File: config.mk
export PLATFORM = sky130hd
export DESIGN_NAME = mem_io_responder_flat
export DESIGN_NICKNAME = d
export VERILOG_FILES = /design/src/rtl/mem_io_responder_pkg.sv /design/src/rtl/mem_io_responder_if.sv /design/src/rtl/mem_io_responder_sync2.sv /design/src/rtl/mem_io_responder.sv /design/src/flat_wrapper.sv
export SDC_FILE = /design/constraint.sdc
export NUM_CORES = 2
export LEC_CHECK = 0
export ABC_AREA = 1
export CAP_MARGIN = 20
export CELL_PAD_IN_SITES_DETAIL_PLACEMENT = 0
export CELL_PAD_IN_SITES_GLOBAL_PLACEMENT = 2
export CORE_MARGIN = 2
export CORE_UTILIZATION = 46
export CTS_BUF_LIST = sky130_fd_sc_hd__clkbuf_2 sky130_fd_sc_hd__clkbuf_4 sky130_fd_sc_hd__clkbuf_8
export DETAILED_ROUTE_END_ITERATION = 8
export DONT_BUFFER_PORTS = 1
export PLACE_DENSITY = 0.84
export SLEW_MARGIN = 10
export SYNTH_ARGS = -nofsm -noshare
export SYNTH_HDL_FRONTEND = slang
export SYNTH_HIERARCHICAL = 1
export SYNTH_SLANG_ARGS = --single-unit
File: constraint.sdc
create_clock -name clk -period 18.5 [get_ports clk]
set_input_delay 1.85 -clock clk [delete_from_list [all_inputs] [get_ports clk]]
set_output_delay 1.85 -clock clk [all_outputs]
set_load 0.01 [all_outputs]
File: src/rtl/mem_io_responder_pkg.sv
// Shared CPU memory-interface definitions: default widths, I/O page layout, responder states.
package cpu_pkg;

    localparam int ADDR_W_DEF = 8;
    localparam int DATA_W_DEF = 8;

    localparam logic [7:0] IO_BASE_DEF = 8'hF0;
    localparam int         IO_OUT_OFS  = 0;
    localparam int         IO_IN_OFS   = 1;

    typedef enum logic [1:0] {
        RSP_IDLE,
        RSP_WAIT,
        RSP_RESP
    } resp_state_t;

endpackage

File: src/rtl/mem_io_responder_if.sv
// CPU request/response bus between the multicycle control FSM and the memory responder.
interface mem_io_responder_if
    import cpu_pkg::*;
#(
    parameter int ADDR_W = ADDR_W_DEF,
    parameter int DATA_W = DATA_W_DEF
) ();

    logic              req_valid;
    logic              req_ready;
    logic              req_we;
    logic [ADDR_W-1:0] req_addr;
    logic [DATA_W-1:0] req_wdata;
    logic              resp_valid;
    logic [DATA_W-1:0] resp_rdata;

    modport master (
        output req_valid, req_we, req_addr, req_wdata,
        input  req_ready, resp_valid, resp_rdata
    );

    modport slave (
        input  req_valid, req_we, req_addr, req_wdata,
        output req_ready, resp_valid, resp_rdata
    );

endinterface

File: src/rtl/mem_io_responder_sync2.sv
// Two-flop synchronizer for asynchronous board inputs.
module sync2 #(
    parameter int unsigned WIDTH = 8
) (
    input  logic             clk,
    input  logic             reset,
    input  logic [WIDTH-1:0] i_d,
    output logic [WIDTH-1:0] o_q
);

    logic [WIDTH-1:0] r_s1;
    logic [WIDTH-1:0] r_s2;

    // Shift the raw input through two flops before anyone reads it.
    always_ff @(posedge clk) begin
        if (reset) begin
            r_s1 <= '0;
            r_s2 <= '0;
        end else begin
            r_s1 <= i_d;
            r_s2 <= r_s1;
        end
    end

    assign o_q = r_s2;

endmodule

File: src/rtl/mem_io_responder.sv
// Memory responder: services CPU fetch/load/store from on-chip RAM or the I/O page,
// answering each accepted request with a one-cycle response after WAIT_CYCLES wait states.
module mem_io_responder
    import cpu_pkg::*;
#(
    parameter int unsigned       ADDR_W      = ADDR_W_DEF,
    parameter int unsigned       DATA_W      = DATA_W_DEF,
    parameter logic [ADDR_W-1:0] IO_BASE     = ADDR_W'(IO_BASE_DEF),
    parameter int unsigned       WAIT_CYCLES = 2
) (
    input  logic              clk,
    input  logic              reset,
    mem_io_responder_if.slave bus,
    output logic [DATA_W-1:0] io_out,
    input  logic [DATA_W-1:0] io_in,
    input  logic              load_en,
    input  logic [ADDR_W-1:0] load_addr,
    input  logic [DATA_W-1:0] load_data,
    output logic              busy
);

    localparam logic [1:0] S_IDLE = 2'(RSP_IDLE);
    localparam logic [1:0] S_WAIT = 2'(RSP_WAIT);
    localparam logic [1:0] S_RESP = 2'(RSP_RESP);

    localparam logic [ADDR_W-1:0] IO_OUT_ADDR = IO_BASE + ADDR_W'(IO_OUT_OFS);
    localparam logic [ADDR_W-1:0] IO_IN_ADDR  = IO_BASE + ADDR_W'(IO_IN_OFS);
    localparam logic [3:0]        WAIT_INIT   = 4'(WAIT_CYCLES);
    localparam int unsigned       RAM_DEPTH   = 32'(IO_BASE);

    logic [1:0]        r_state;
    logic [3:0]        r_cnt;
    logic [ADDR_W-1:0] r_addr;
    logic              r_we;
    logic [DATA_W-1:0] r_wdata;
    logic [DATA_W-1:0] r_io_out;
    logic [DATA_W-1:0] r_ram [RAM_DEPTH];

    logic              w_idle;
    logic              w_resp;
    logic              w_accept;
    logic              w_load_hit;
    logic              w_ram_commit;
    logic              w_io_commit;
    logic [DATA_W-1:0] w_io_in_sync;
    logic [DATA_W-1:0] w_rdata;

    assign w_idle       = (r_state == S_IDLE);
    assign w_resp       = (r_state == S_RESP);
    // Boot load owns the IDLE cycle, so a simultaneous CPU request is held off.
    assign w_accept     = w_idle & bus.req_valid & ~load_en;
    assign w_load_hit   = w_idle & load_en & (load_addr < IO_BASE);
    assign w_ram_commit = w_resp & r_we & (r_addr < IO_BASE);
    assign w_io_commit  = w_resp & r_we & (r_addr == IO_OUT_ADDR);

    sync2 #(.WIDTH(DATA_W)) u_sync (
        .clk   (clk),
        .reset (reset),
        .i_d   (io_in),
        .o_q   (w_io_in_sync)
    );

    // Request FSM: latch the request on accept, count wait states, then respond once.
    always_ff @(posedge clk) begin
        if (reset) begin
            r_state <= S_IDLE;
            r_cnt   <= '0;
            r_addr  <= '0;
            r_we    <= 1'b0;
            r_wdata <= '0;
        end else begin
            case (r_state)
                S_IDLE: begin
                    if (w_accept) begin
                        r_addr  <= bus.req_addr;
                        r_we    <= bus.req_we;
                        r_wdata <= bus.req_wdata;
                        r_cnt   <= WAIT_INIT;
                        r_state <= (WAIT_CYCLES == 0) ? S_RESP : S_WAIT;
                    end
                end
                S_WAIT: begin
                    r_cnt <= r_cnt - 4'd1;
                    if (r_cnt == 4'd1) begin
                        r_state <= S_RESP;
                    end
                end
                S_RESP: begin
                    r_state <= S_IDLE;
                end
                default: begin
                    r_state <= S_IDLE;
                end
            endcase
        end
    end

    // RAM write port shared by boot load (IDLE only) and store commit (RESP edge only).
    always_ff @(posedge clk) begin
        if (!reset) begin
            if (w_load_hit) begin
                r_ram[load_addr] <= load_data;
            end else if (w_ram_commit) begin
                r_ram[r_addr] <= r_wdata;
            end
        end
    end

    // LED output register, written by a store to the io_out address.
    always_ff @(posedge clk) begin
        if (reset) begin
            r_io_out <= '0;
        end else if (w_io_commit) begin
            r_io_out <= r_wdata;
        end
    end

    // Read decode over the latched address; unmapped I/O addresses read as zero.
    always_comb begin
        w_rdata = '0;
        if (r_addr < IO_BASE) begin
            w_rdata = r_ram[r_addr];
        end else if (r_addr == IO_OUT_ADDR) begin
            w_rdata = r_io_out;
        end else if (r_addr == IO_IN_ADDR) begin
            w_rdata = w_io_in_sync;
        end
    end

    assign bus.req_ready  = w_idle & ~load_en;
    assign bus.resp_valid = w_resp;
    assign bus.resp_rdata = (w_resp & ~r_we) ? w_rdata : '0;
    assign io_out         = r_io_out;
    assign busy           = ~w_idle;

endmodule

File: src/flat_wrapper.sv
// flat-port wrapper written by rule: the top's interface ports become plain ports
module mem_io_responder_flat import cpu_pkg::*;
#(
    parameter int unsigned       ADDR_W      = ADDR_W_DEF,
    parameter int unsigned       DATA_W      = DATA_W_DEF,
    parameter logic [ADDR_W-1:0] IO_BASE     = ADDR_W'(IO_BASE_DEF),
    parameter int unsigned       WAIT_CYCLES = 2
)
  (clk, reset, io_out, io_in, load_en, load_addr, load_data, busy, bus_req_valid, bus_req_we, bus_req_addr, bus_req_wdata, bus_req_ready, bus_resp_valid, bus_resp_rdata);
  mem_io_responder_if #(.ADDR_W(ADDR_W), .DATA_W(DATA_W)) bus_i ();
  input  logic clk;
  input  logic reset;
  output logic [DATA_W-1:0] io_out;
  input  logic [DATA_W-1:0] io_in;
  input  logic load_en;
  input  logic [ADDR_W-1:0] load_addr;
  input  logic [DATA_W-1:0] load_data;
  output logic busy;
  input wire logic [$bits(bus_i.req_valid)-1:0] bus_req_valid;
  input wire logic [$bits(bus_i.req_we)-1:0] bus_req_we;
  input wire logic [$bits(bus_i.req_addr)-1:0] bus_req_addr;
  input wire logic [$bits(bus_i.req_wdata)-1:0] bus_req_wdata;
  output wire logic [$bits(bus_i.req_ready)-1:0] bus_req_ready;
  output wire logic [$bits(bus_i.resp_valid)-1:0] bus_resp_valid;
  output wire logic [$bits(bus_i.resp_rdata)-1:0] bus_resp_rdata;
  assign bus_i.req_valid = bus_req_valid;
  assign bus_i.req_we = bus_req_we;
  assign bus_i.req_addr = bus_req_addr;
  assign bus_i.req_wdata = bus_req_wdata;
  assign bus_req_ready = bus_i.req_ready;
  assign bus_resp_valid = bus_i.resp_valid;
  assign bus_resp_rdata = bus_i.resp_rdata;
  mem_io_responder #(.ADDR_W(ADDR_W), .DATA_W(DATA_W), .IO_BASE(IO_BASE), .WAIT_CYCLES(WAIT_CYCLES)) u_core (.clk(clk), .reset(reset), .bus(bus_i), .io_out(io_out), .io_in(io_in), .load_en(load_en), .load_addr(load_addr), .load_data(load_data), .busy(busy));
endmodule
==> summary.txt <==
CTS clock-pin slew for the worst setup and hold paths = 0.06 ns
EDFF count, synth = 1,920
FILL cells = 15,236
drt drc = 0
Hold Buf Count CTS = 0
ANT nets after route = 0
Post-Route WL = 233 mm
Iter 0 DRT Violations = 5,821
routability cong. = 0.833
global-route usage over all layers = 0.257
Period minus WS final = 9.59 ns
hpwl dp = 127 mm
gate count of the mapped netlist = 7,009
met1 Resource Use GR = 0.363
ys flop type = edfxtp_1
pwr dens = 105 nW/µm²
Final period util = 0.518
startpoint class of the critical path = flip-flop
met2 GRT Util = 0.395
status = finished clean
Pwr Total = 0.00935 W
vias post-DR = 53,700
Post-CTS Resized = 0
Slew Viols, Final = 0
synthesis-to-layout area growth = 10.2%
CTS tree = done
die area = 179,000 µm²
Slew @ Worst Pin = 1.22 ns
Finished Core Util = 0.510
vias per cell = 5.63
Core Area = 174,000 µm²
Finish-stage setup viols = 0
Slew HR = 0.189
die width = 423 µm
Highest Clock Rate = 104 MHz
number of distinct library cells after synthesis = 38
most frequent cell after synthesis = nand2_1
critical path class = reg -> out
fin nets = 7,024
smallest setup slack after layout = 8.91 ns
Overflow after GRT = 0
fraction of layout cells with a size suffix above 1 = 0.0927
total of max-cap violations = 0
met3 Use GR = 0.0544
Ports = 64
Post-Syn Area = 80,600 µm²
asr flop ratio synth = 0
area share of the largest cell type after synthesis = 0.715
critical path required time = 16.65 ns
root buffer cell = clkbuf_8
Final Skew = 0.0617 ns
postcts setup bufs = 0
worst skew pair latency = 1.04 ns
Num CTS Buffers = 338
Peak supply drop = 0.0000808 V
global route hottest layer = met2
cell taking the most area after synthesis = edfxtp_1
Initial Util = 0.463
number of global-route vias before repair = 51,193
DIE HEIGHT = 423 µm
dpl ws = 10.10 ns
Syn Area/Cell = 11.5 µm²
Post-synth top cells = nand2_1 (2,181), edfxtp_1 (1,920), nand3_1 (1,595)
WP data arrival = 7.74 ns
largest net degree at the start of global routing = 175
critical path peak fanout = 174
Seq/Total Area, Yosys = 0.729
Synth area leaders = edfxtp_1 (72%), nand2_1 (10%), nand3_1 (9.9%), nor2_1 (1.6%), dfxtp_1 (1.4%)
Leakage Power = 31.2 nW
first-pass GRT wire length = 342 mm
drt first pass iters = 6
FF+latch count, synth = 1,975
Mapped Nets = 7,056
CTS max path bufs = 4
Crit. End Element = primary output
clock tree sinks = 1,975
row cnt = 153
Fin. Hold Viols = 0
Port Buf Inserts = 0
RSZ-0062 raised after global routing = no
Hold Crit Class = reg -> reg
H-tree Lvls = 5
Fin Hold WS = 0.383 ns
yosys warns = 6
initial antenna violation count = 9
TNS Setup = 0 ns
Avg WL per Cell = 24.4 µm
[final timing paths]
kind / start / to / slack (ns) / cells after the start
worst min-delay path: u_core/u_sync/r_s1[7] / u_core/u_sync/o_q[7] / 0.38 / 2
worst max register to register: u_core/r_addr[5] / u_core/r_ram[64][2] / 12.97 / 8
worst min register to register: u_core/u_sync/r_s1[7] / u_core/u_sync/o_q[7] / 0.38 / 2
worst max-delay path: flip-flop / bus_resp_rdata[5] / 8.91 / 17
[layout make-up]
type / count / area (µm²) / share of cell area
timing repair buffer: 91 / 803 / 0.00904
multi-input combinational: 4427 / 19500 / 0.220
inverter: 144 / 576 / 0.00648
clock buffer: 447 / 5570 / 0.0627
sequential: 1975 / 58800 / 0.662
clock inverter: 119 / 681 / 0.00766
antenna: 4 / 10.0 / 0.000113
tap: 2325 / 2910 / 0.0327
[worst max-delay path, stage by stage, from the launching register on]
cell and delay (ns):
dfxtp_4 0.71, buf_4 0.81, buf_12 0.58, buf_4 0.72, buf_4 0.79, buf_4 0.78, nand2_1 0.11, nand3_1 0.12
nand3_1 0.09, nand2_1 0.09, nand2_1 0.05, nand3_1 0.14, nand3_1 0.25, nand3_1 0.17, nand2_1 0.23, nand2_1 0.13
nand3_1 0.16, a21oi_1 0.35
[cells by family after synthesis]
group,count (synthesis),synth area share
AOI/OAI and AO/OA,251,0.0177
adders and majority gates,2,0.000310
buffers and inverters,607,0.0310
DFF,1975,0.729
and+or+nand+nor,4174,0.222
[metrics by stage]
stage          cell area, µm²  cells
2_1_floorplan           80600   7009
3_3_place_gp            82500   8959
3_5_place_dp            82500   8961
4_1_cts                 88800   9527
5_1_grt                 88800   9529
6_report                88800   9532
[power by group]
group / total [W] / switching [W] / internal [W]
Clock: 0.00374 / 0.00171 / 0.00203
Sequential: 0.00493 / 0.0000141 / 0.00492
Combinational: 0.000684 / 0.000532 / 0.000152
Total: 0.00935 / 0.00226 / 0.00710
[registers in the layout, indices dropped and copies added (netlist names), named ones only]
signal and count:
u_core/io_out 8, u_core/r_addr 8, u_core/r_cnt 4, u_core/r_ram 1920, u_core/r_state 2, u_core/r_wdata 8
u_core/r_we 1, u_core/u_sync/o_q 8, u_core/u_sync/r_s1 8
[placed cells by master, fill, tap and decap left out, types with 2 or more instances in the layout]
| cell type | synthesis | routed |
|---|---|---|
| or2_0 | 3 | 3 |
| o22ai_1 | 4 | 4 |
| o21ai_0 | 124 | 116 |
| ha_1 | 2 | 2 |
| bufinv_16 | 0 | 6 |
| clkbuf_4 | 0 | 93 |
| clkinvlp_4 | 0 | 4 |
| o211ai_1 | 35 | 35 |
| clkinv_2 | 0 | 41 |
| nand2_4 | 7 | 7 |
| o31ai_1 | 6 | 6 |
| edfxtp_1 | 1920 | 1920 |
| buf_12 | 0 | 8 |
| inv_6 | 2 | 4 |
| nand2_2 | 6 | 7 |
| nand2_1 | 2181 | 2180 |
| nand4_1 | 7 | 7 |
| buf_4 | 0 | 82 |
| inv_8 | 0 | 3 |
| dfxtp_4 | 0 | 4 |
| o21ai_2 | 5 | 5 |
| o21ai_4 | 2 | 10 |
| diode_2 | 0 | 4 |
| clkinv_1 | 6 | 71 |
| clkbuf_8 | 0 | 354 |
| o221ai_1 | 3 | 3 |
| dfxtp_1 | 55 | 50 |
| inv_1 | 130 | 128 |
| inv_2 | 6 | 5 |
| nor2_1 | 353 | 353 |
| nor2_8 | 3 | 3 |
| nor2_2 | 8 | 8 |
| a21oi_1 | 70 | 70 |
| nand3_2 | 1 | 13 |
| nand3_1 | 1595 | 1583 |
| nor2_4 | 5 | 5 |
[per-layer routing]
layer,wire (µm),share of wire
met1,99500,0.43
met2,107000,0.46
met5,198,0.00085
met4,7430,0.032
met3,18800,0.081
Note: power is estimated with default switching activity, not from simulation.
